<file path="src/rtl/fxp_to_fp16.sv">
// rtl/fxp_to_fp16.sv - sign-magnitude 16.16 fixed-point to binary16 converter
// Normalises one bit per clock; valid/ready handshake on both sides.
module fxp_to_fp16 #(
  parameter int ROUND = 0
) (
  input  logic        clk,
  input  logic        rst_n,
  input  logic        in_valid,
  output logic        in_ready,
  input  logic        in_sign,
  input  logic [15:0] in_int,
  input  logic [15:0] in_frac,
  output logic        out_valid,
  input  logic        out_ready,
  output logic [15:0] out_fp,
  output logic        out_zero,
  output logic        out_ovf
);

  typedef enum logic [1:0] {IDLE, NORM, DONE} state_t;

  state_t      state_q, state_d;
  logic [31:0] v_q, v_d;
  logic [4:0]  s_q, s_d;
  logic        sign_q, sign_d;
  logic [15:0] fp_q, fp_d;
  logic        zero_q, zero_d;
  logic        ovf_q, ovf_d;

  logic [9:0]  man_raw;
  logic        guard_bit;
  logic        sticky_bit;
  logic        round_inc;
  logic [10:0] man_sum;
  logic [4:0]  exp_base;
  logic [4:0]  exp_fin;
  logic [9:0]  man_fin;

  // Rounding datapath, only meaningful once v_q[31] is the hidden bit.
  always_comb begin
    man_raw    = v_q[30:21];
    guard_bit  = v_q[20];
    sticky_bit = |v_q[19:0];
    round_inc  = (ROUND != 0) && guard_bit && (sticky_bit || man_raw[0]);
    man_sum    = {1'b0, man_raw} + {10'b0, round_inc};
    exp_base   = 5'd30 - s_q;
    exp_fin    = exp_base + {4'b0, man_sum[10]};
    man_fin    = man_sum[10] ? 10'b0 : man_sum[9:0];
  end

  always_comb begin
    state_d = state_q;
    v_d     = v_q;
    s_d     = s_q;
    sign_d  = sign_q;
    fp_d    = fp_q;
    zero_d  = zero_q;
    ovf_d   = ovf_q;
    case (state_q)
      IDLE: begin
        if (in_valid) begin
          if ({in_int, in_frac} == 32'b0) begin
            state_d = DONE;
            fp_d    = {in_sign, 15'b0};
            zero_d  = 1'b1;
            ovf_d   = 1'b0;
          end else if (in_int == 16'b0 && in_frac[15:2] == 14'b0) begin
            // Values 1..3 * 2^-16 land exactly on binary16 subnormals.
            state_d = DONE;
            fp_d    = {in_sign, 5'b0, in_frac[1:0], 8'b0};
            zero_d  = 1'b0;
            ovf_d   = 1'b0;
          end else begin
            state_d = NORM;
            v_d     = {in_int, in_frac};
            sign_d  = in_sign;
            s_d     = 5'd0;
          end
        end
      end
      NORM: begin
        if (!v_q[31]) begin
          v_d = v_q << 1;
          s_d = s_q + 5'd1;
        end else begin
          state_d = DONE;
          zero_d  = 1'b0;
          if (exp_fin == 5'h1F) begin
            fp_d  = {sign_q, 5'h1F, 10'b0};
            ovf_d = 1'b1;
          end else begin
            fp_d  = {sign_q, exp_fin, man_fin};
            ovf_d = 1'b0;
          end
        end
      end
      DONE: begin
        if (out_ready) state_d = IDLE;
      end
      default: state_d = IDLE;
    endcase
  end

  always_ff @(posedge clk or negedge rst_n) begin
    if (!rst_n) begin
      state_q <= IDLE;
      v_q     <= 32'b0;
      s_q     <= 5'd0;
      sign_q  <= 1'b0;
      fp_q    <= 16'b0;
      zero_q  <= 1'b0;
      ovf_q   <= 1'b0;
    end else begin
      state_q <= state_d;
      v_q     <= v_d;
      s_q     <= s_d;
      sign_q  <= sign_d;
      fp_q    <= fp_d;
      zero_q  <= zero_d;
      ovf_q   <= ovf_d;
    end
  end

  assign in_ready  = (state_q == IDLE);
  assign out_valid = (state_q == DONE);
  assign out_fp    = fp_q;
  assign out_zero  = zero_q;
  assign out_ovf   = ovf_q;

endmodule

</file>
<file path="config.mk">
export PLATFORM = sky130hd
export DESIGN_NAME = fxp_to_fp16
export DESIGN_NICKNAME = d
export VERILOG_FILES = /design/src/rtl/fxp_to_fp16.sv
export SDC_FILE = /design/constraint.sdc
export NUM_CORES = 1
export LEC_CHECK = 0
export ABC_AREA = 1
export ABC_CLOCK_PERIOD_IN_PS = 4400
export CORE_UTILIZATION = 56
export DETAILED_ROUTE_END_ITERATION = 8
export GPL_TIMING_DRIVEN = 0
export PLACE_DENSITY_LB_ADDON = 0.08
export SLEW_MARGIN = 20
export SYNTH_ARGS = -nofsm -noshare
export SYNTH_HDL_FRONTEND = slang
export SYNTH_SLANG_ARGS = --single-unit
</file>
<file path="constraint.sdc">
create_clock -name clk -period 4.4 [get_ports clk]
set_clock_uncertainty 0.1 [all_clocks]
set_input_delay 1.1 -clock clk [delete_from_list [all_inputs] [get_ports clk]]
set_output_delay 1.1 -clock clk [all_outputs]
set_load 0.05 [all_outputs]
</file>
After elaboration in Yosys (flattened, before gate mapping)
Cells that the tools add are included.

storage, ports and cells
  flip-flop bits (word level) = 58
  logic and storage cells = 65
  output and inout port bits = 20
  input port bits = 37

operators by class
  bitwise gates (word level) = 2
  eq/ne operators = 10
  add/subtract/negate cells = 2
  reduce and logical (&&, ||, !) cells = 11
  muxes and demuxes = 32

operators with widths
  cell                   count
  $mux W32               4
  $mux W16               4
  $pmux W32 S2           1
  $logic_not A32 Y1      1
  $pmux W16 S2           1
  $mux W5                4
  $logic_not A16 Y1      1
  $mux W15               1
  $logic_not A14 Y1      1
  $reduce_and A4 Y1      3
  $mux W2                5
  $ne A2 B2 Y1 const B   5
  $pmux W5 S2            1
  $mux W1                8
  $pmux W2 S3            1
  $add A5 B1 Y5 const B  1
  $eq A5 B5 Y1 const B   1
  $reduce_and A5 Y1      1
  $sub A5 B5 Y5 const A  1
  $pmux W1 S2            2
  $ne A3 B1 Y1 const B   1
  $reduce_and A3 Y1      1
  $eq A2 B1 Y1 const B   1
  $eq A2 B2 Y1 const B   1
  5 further kinds        6

Depth between registers and ports, before layout
Gate-level depths: netlist (run 1).

  depth in word-level cells = 6
  gate-level depth with buffers = 11
  gate-level depth less buffers = 10

Worst setup path after synthesis (run 1)
No wires, ideal clock.

  path kind = input to register
  start point = in in_frac[9]
  end point = reg fp_q[10] (netlist: out_fp[10])
  setup slack = 2114 ps
  path buffers = 1
  library setup time = 119 ps
  cell stages on the path = 9
  arrival time = 2066 ps
  data required time = 4181 ps
  cell sequence = nor2_1 -> nand2_1 -> nor2_1 -> nand2_1 -> o21ai_1 -> nand3_2 -> buf_2 -> nand2_1 -> nand2_1

between the ends
  longest elaborated chain between the ends = 4
  elaborated cells between the ends (all ways) = 8
  classes of those cells = eq/ne (1); mux (3); reduce/logical (4)

ends and longest elaborated chain
  element                                                        line    source
  start: declaration                                             12      input logic [15:0] in_frac,
  $logic_not A32 Y1 / $logic_not A14 Y1 (equally long branches)  62, 67
  $mux W16 / $logic_and A1 B1 Y1 (equally long branches)         62, 67
  $mux W16 / $ne A3 B1 Y1 (equally long branches)                --
  $pmux W16 S2 / $reduce_and A4 Y1 (equally long branches)       --
  end signal: assignment                                         118     fp_q <= fp_d;
  end: declaration                                               26      logic [15:0] fp_q, fp_d;

Several ways; a longest one is shown, not always the timed one. The select of a mux whose other input is x is not followed.
A chain may end at the register's enable or synchronous reset.

Final worst setup path (run 1)
  start point = reg state_q[0]
  end point = out in_ready

between the ends
  longest elaborated chain between the ends = 1

ends and longest elaborated chain
  element                   line  source
  start: declaration        22    state_t state_q, state_d;
  start signal: assignment  114   state_q <= state_d;
  $logic_not A2 Y1          124   assign in_ready = (state_q == IDLE);
  end: declaration          9     output logic in_ready,

Every way passes these cells.

==> results.sh, run 1 <==
export IMPL_fin_crit_ps=2998
export IMPL_crit_path_start_kind="flip-flop"
export IMPL_gr_total_overflow=0
export IMPL_ios=57
export IMPL_setup_viol=0
export IMPL_grt_util_met3_pct=5.691
export IMPL_synthSimpleGateAreaFrac_pct=31.42
export IMPL_cts_reportedPaths_clkPinSlew_ps=70
export IMPL_postCtsSetupBuffers=0
export IMPL_first_global_vias=2606
export IMPL_die_w_um=74.25
export IMPL_status="finished, final reports clean"
export IMPL_die_h_um=74.25
export IMPL_r2r_cells=7
export IMPL_ys_warn_count=0
export IMPL_routed_wl_um=7305
export IMPL_synth_mux_area_share_pct=0
export IMPL_powerDensity_mw_per_mm2=693.4
export IMPL_yosysSeqAreaShare_pct=49.66
export IMPL_vias=2783
export IMPL_path_max_fanout=5
export IMPL_synth_xor_area_share_pct=0.2997
export IMPL_ant_nets=0
export IMPL_power_frac_comb_pct=45.8
export IMPL_cp_end_kind="output pin"
export IMPL_synth_edff_count=0
export IMPL_drive_gt1_share_pct=8.126
export IMPL_p_sw_uw=1125
export IMPL_hold_path_class="flip-flop to flip-flop"
export IMPL_syn2layout_area_growth_pct=29.41
export IMPL_finalCritPeriodShare_pct=68.13
export IMPL_async_flop_share_pct=100.0
export IMPL_cts_max_path_buffers=2
export IMPL_grt_use_met2_pct=47.58
export IMPL_grt_max_degree=59
export IMPL_yosysTopAreaCellShare_pct=49.66
export IMPL_antennaDiodeCount=0
export IMPL_synth_top_family_by_area="simple AND/OR/NAND/NOR gates"
export IMPL_via_per_inst=5.457
export IMPL_internal_power_uw=1498
export IMPL_grt_busiest_layer="met2"
export IMPL_antenna_found_initial=0
export IMPL_drv_slew=0
export IMPL_synth_fp_nets=410
export IMPL_cts_buffers=9
export IMPL_synth_common_cells="nand2_1 (140), dfrtp_1 (58), nand3_1 (47), nor2_1 (28), a22o_1 (25)"
export IMPL_portBuffers=56
export IMPL_firstDrtPassIters=5
export IMPL_wl_per_cell_um=14.32
export IMPL_crit_type="flip-flop to output pin"
export IMPL_fin_nets=477
export IMPL_synth_compound_area_share_pct=11.26
export IMPL_track_usage_pct=29.46
export IMPL_hold_viol_final=0
export IMPL_synth_top_area_cell="dfrtp_1"
export IMPL_grt_pass1_wl_um=11920
export IMPL_start_util_pct=59.90
export IMPL_leakage_uw=0.001894
export IMPL_synthTopCellsByArea="dfrtp_1 (50%), nand2_1 (18%), nand3_1 (8.0%)"
export IMPL_hpwl_um=5115
export IMPL_netlist_area_sq_mm=0.002923
export IMPL_synth_most_common_cell="nand2_1"
export IMPL_peakVddDrop_uv=399.9
export IMPL_tns_ps=0
export IMPL_dieArea_sq_mm=0.005512
export IMPL_synthAdderAreaFrac_pct=0.8562
export IMPL_grt_use_met1_pct=39.39
export IMPL_p_clk_share_pct=21.0
export IMPL_final_util_pct=77.51
export IMPL_postCtsHoldBufs=0
export IMPL_gp_congestion=0.8986
export IMPL_clock_sinks=58
export IMPL_syn_inst=371
export IMPL_seqPwrFrac_pct=33.2
export IMPL_worstMarginPinSlew_ps=733.1
export IMPL_rsz0062_at_grt="no"
export IMPL_critPathRequiredTime_ps=3200
export IMPL_synth_distinct_cells=22
export IMPL_arrival_ps=1800
export IMPL_worstHoldPathCells=2
export IMPL_htree_levels=3
export IMPL_drt_iter0_drc=218
export IMPL_maxCapViolations=0
export IMPL_ctsResizeCount=0
export IMPL_swShare_pct=42.90
export IMPL_clkLatencyLatePin_ps=340
export IMPL_slew_headroom_pct=51.13
export IMPL_cts_root_buf="clkbuf_8"
export IMPL_synth_seq_cells=58
export IMPL_whs_ps=369.1
export IMPL_drcViolationCount=0
export IMPL_fmax_mhz=333.6
export IMPL_synth_ff_type="dfrtp_1"
export IMPL_cts_tree="built"
export IMPL_placementRows=25
export IMPL_coreArea_sq_mm=0.004880
export IMPL_avgSynthCellArea_sq_um=7.878
cell type report:
class                   count  area [sq um]
fillers                   366          1097
clock buffers              10         137.6
repair buffers             56         558.0
clock inverters             6         80.08
multi-input cells         272          1281
flip-flops and latches     58          1451
plain buffers              21         115.1
inverters                  20         75.07
well taps                  67         83.83
layout by cell type, fill, tap and decap left out:
cell type / count
buf_4: 1
bufinv_16: 2
buf_1: 2
nand3_2: 1
clkdlybuf4s50_1: 55
o21ai_2: 1
nor3_1: 1
o21ai_0: 16
nand4_1: 4
a22o_1: 25
nor2_1: 28
clkinv_2: 4
buf_2: 11
nand2_1: 140
ha_1: 2
clkbuf_1: 5
o21ai_1: 1
inv_1: 19
xor2_1: 1
a21oi_1: 2
nor2_2: 2
clkbuf_8: 10
inv_2: 1
dfrtp_1: 58
o22ai_1: 1
buf_6: 3
nand3_1: 47
metrics by stage:
| stage | total power (uW) | setup WS (ps) | instance area, sq um | std cells |
|---|---|---|---|---|
| final | 2623 | 1402 | 3782 | 510 |
| after global routing | 2796 | 1323 | 3782 | 510 |
| after CTS | 2617 | 1413 | 3782 | 510 |
| after detailed placement | 2064 | 1363 | 3565 | 494 |
| after global placement | 2024 | 374.2 | 3567 | 494 |
| after floorplan | 1705 | 2114 | 2923 | 371 |
critical path, stage by stage (launching register included):
cell and delay [ps]:
dfrtp_1 410, nor2_2 210, clkdlybuf4s50_1 840
cell families after synthesis:
| logic type | count (synthesis) |
|---|---|
| AOI/OAI and AO/OA | 46 |
| buffers and inverters | 41 |
| DFF | 58 |
| adders and majority gates | 2 |
| and+or+nand+nor | 223 |
| xor gates and xnor gates | 1 |
worst paths after layout:
kind / startpoint / slack, ps / endpoint
setup / recovery: state_q[0] / 1400 / in_ready
hold / removal: out_fp[9] / 370 / out_fp[9]
setup reg to reg: state_q[1] / 2620 / out_fp[15]
hold reg to reg: out_fp[9] / 370 / out_fp[9]
max in group asynchronous: rst_n / 3000 / sign_q
min in group asynchronous: rst_n / 720 / out_fp[14]
metal layers:
metal	vias up	routed length, um
li1	1351	-
met1	1310	3241
met2	111	3509
met3	11	442
met4	0	111
met5	-	0
registers in the layout, summed over array words and instances (netlist names):
signal    count
v_q          32
state_q       2
out_fp       16
s_q           5
out_zero      1
sign_q        1
out_ovf       1
power groups by stage:
| stage | logic (uW) | registers (uW) | clock network [uW] |
|---|---|---|---|
| floorplan | 705 | 1000 | 0 |
| finish | 1200 | 871 | 550 |
| detailed placement | 1190 | 875 | 0 |
| global placement | 1160 | 867 | 0 |
| CTS | 1200 | 868 | 550 |
| global route | 1330 | 892 | 571 |
Note: power is estimated with default switching activity, not from simulation.
==> inputs of run 2 (changes only) <==
--- a/config.mk
+++ b/config.mk
@@ -6,8 +6,8 @@
 export NUM_CORES = 1
 export LEC_CHECK = 0
 export ABC_AREA = 1
-export ABC_CLOCK_PERIOD_IN_PS = 4400
-export CORE_UTILIZATION = 56
+export ABC_CLOCK_PERIOD_IN_PS = 2790
+export CORE_UTILIZATION = 52
 export DETAILED_ROUTE_END_ITERATION = 8
 export GPL_TIMING_DRIVEN = 0
 export PLACE_DENSITY_LB_ADDON = 0.08
==> constraint.sdc (replaced) <==
create_clock -name clk -period 2.79 [get_ports clk]
set_clock_uncertainty 0.1 [all_clocks]
set_input_delay 0.6975 -clock clk [delete_from_list [all_inputs] [get_ports clk]]
set_output_delay 0.6975 -clock clk [all_outputs]
set_load 0.05 [all_outputs]
==> results.sh, run 2 (synthesis results as in run 1) <==
export IMPL_cts_max_path_buffers=2
export IMPL_place_ws_ps=155.9
export IMPL_r2r_slack_ps=1040
export IMPL_maxCapViolations=0
export IMPL_drt_iter0_drc=215
export IMPL_ios=57
export IMPL_multi_input_area_sq_mm=0.001281
export IMPL_routed_wl_um=6983
export IMPL_via_per_inst=5.261
export IMPL_n_fill_cell=423
export IMPL_critPathBufInv=1
export IMPL_ctsResizeCount=0
export IMPL_syn2layout_area_growth_pct=29.28
export IMPL_leakage_uw=0.001887
export IMPL_drv_slew=0
export IMPL_rsz0062_at_grt="no"
export IMPL_slowest_delay_ps=840
export IMPL_setup_viol=0
export IMPL_drive_gt1_share_pct=7.883
export IMPL_ant_nets=0
export IMPL_peakVddDrop_uv=602.8
export IMPL_clock_sinks=58
export IMPL_arrival_ps=1780
export IMPL_cp_slowest_cell="clkdlybuf4s50_1"
export IMPL_gp_congestion=0.8809
export IMPL_crit_type="flip-flop to output pin"
export IMPL_status="finished, final reports clean"
export IMPL_worstMarginPinSlew_ps=569.2
export IMPL_placementRows=26
export IMPL_clkLatencyLatePin_ps=330
export IMPL_hold_viol_final=0
export IMPL_critPathRequiredTime_ps=1990
export IMPL_setup_ws_ps=214.8
export IMPL_top_register="v_q"
export IMPL_die_w_um=76.97
export IMPL_slew_headroom_pct=62.05
export IMPL_start_util_pct=55.46
export IMPL_postCtsSetupBuffers=0
export IMPL_gr_total_overflow=0
export IMPL_firstDrtPassIters=5
export IMPL_instances_no_fill=514
export IMPL_postCtsHoldBufs=0
export IMPL_cp_end_kind="output pin"
export IMPL_htree_levels=3
export IMPL_powerDensity_mw_per_mm2=1050
export IMPL_grt_pass1_wl_um=12190
export IMPL_antenna_found_initial=0
export IMPL_cts_reportedPaths_clkPinSlew_ps=70
export IMPL_largest_reg_flops=32
export IMPL_antennaDiodeCount=0
export IMPL_final_cell_mix="nand2_1 (140), dfrtp_1 (58), clkdlybuf4s50_1 (55)"
export IMPL_die_h_um=76.97
export IMPL_first_global_vias=2533
export IMPL_cts_buffers=9
export IMPL_fin_crit_ps=2575
export IMPL_grt_max_degree=58
export IMPL_path_max_fanout=5
export IMPL_cts_tree="built"
export IMPL_fin_nets=478
export IMPL_layout_commonest_cell="nand2_1"
export IMPL_hpwl_um=5040
export IMPL_portBuffers=56
export IMPL_finalCritPeriodShare_pct=92.30
export IMPL_wl_per_cell_um=13.59
export IMPL_vias=2704
export IMPL_fmax_mhz=388.3
export IMPL_crit_path_start_kind="flip-flop"
export IMPL_regArea_sq_mm=0.001451
export IMPL_coreArea_sq_mm=0.005270
export IMPL_dp_cells=498
export IMPL_path_cells="nor2_2 -> clkdlybuf4s50_1"
export IMPL_crit_family="buffers and inverters"
export IMPL_cts_root_buf="clkbuf_8"
export IMPL_drcViolationCount=0
export IMPL_hold_path_class="primary input to async pin"
export IMPL_dieArea_sq_mm=0.005924
export IMPL_track_usage_pct=26.55
[run 2: cell types whose count changed in the layout (fill, tap and decap cells not counted)]
| cell | delta |
|---|---|
| buf_16 | +1 |
| clkinv_2 | -2 |
| bufinv_16 | -2 |
| clkbuf_1 | +2 |
| clkbuf_8 | +2 |
[run 2: routing by layer]
layer	vias to the layer above	global-route usage (%)	part of all wire [%]
li1	1352	-	-
met1	1249	38.39	49
met2	90	39.55	44
met3	13	3.810	4.7
met4	0	12.08	2.1
met5	-	0	0
[run 2: path summary, 6_finish.rpt]
path                                  from         end  cells past startpoint
worst max-delay path            state_q[0]    in_ready                      2
worst min-delay path                 rst_n  out_fp[14]                      1
worst max register to register  state_q[1]      v_q[3]                      8
worst min register to register   out_fp[5]   out_fp[5]                      2
max in group asynchronous            rst_n     v_q[19]                      2
min in group clk                 out_fp[5]   out_fp[5]                      2
[run 2: worst reg2reg max path, cell delays in order (launching register included)]
cell	delay, ps
dfrtp_1	400
inv_1	80
nand2_1	70
nor2_2	190
clkbuf_1	480
nand2_1	120
o21ai_0	110
nand2_1	90
nand2_1	60
[run 2: through the flow]
stage / TNS [ps] / hold WS (ps) / utilization [%] / cell area, sq um / total power (uW)
after floorplan: 0 / 301.9 / - / 2923 / 2689
after global placement: -52720 / 352.7 / 67.76 / 3571 / 3199
after CTS: 0 / 46.11 / 71.70 / 3779 / 3973
after detailed placement: 0 / 358.2 / 68.23 / 3596 / 3262
final: 0 / 48.68 / 71.70 / 3779 / 3967
after global routing: 0 / 39.44 / 71.70 / 3779 / 4267
[run 2: layout make-up]
cell class / count / share of cell area [%]
clock inverters: 2 / 0.2649
inverters: 20 / 1.987
flip-flops and latches: 58 / 38.41
repair buffers: 57 / 15.50
well taps: 70 / 2.318
clock buffers: 14 / 4.570
plain buffers: 21 / 3.046
multi-input cells: 272 / 33.91
[run 2: power by group]
part / internal, uW / switching [uW]
Sequential: 1170 / 202
Clock: 393 / 316
Combinational: 674 / 1210
Total: 2240 / 1730
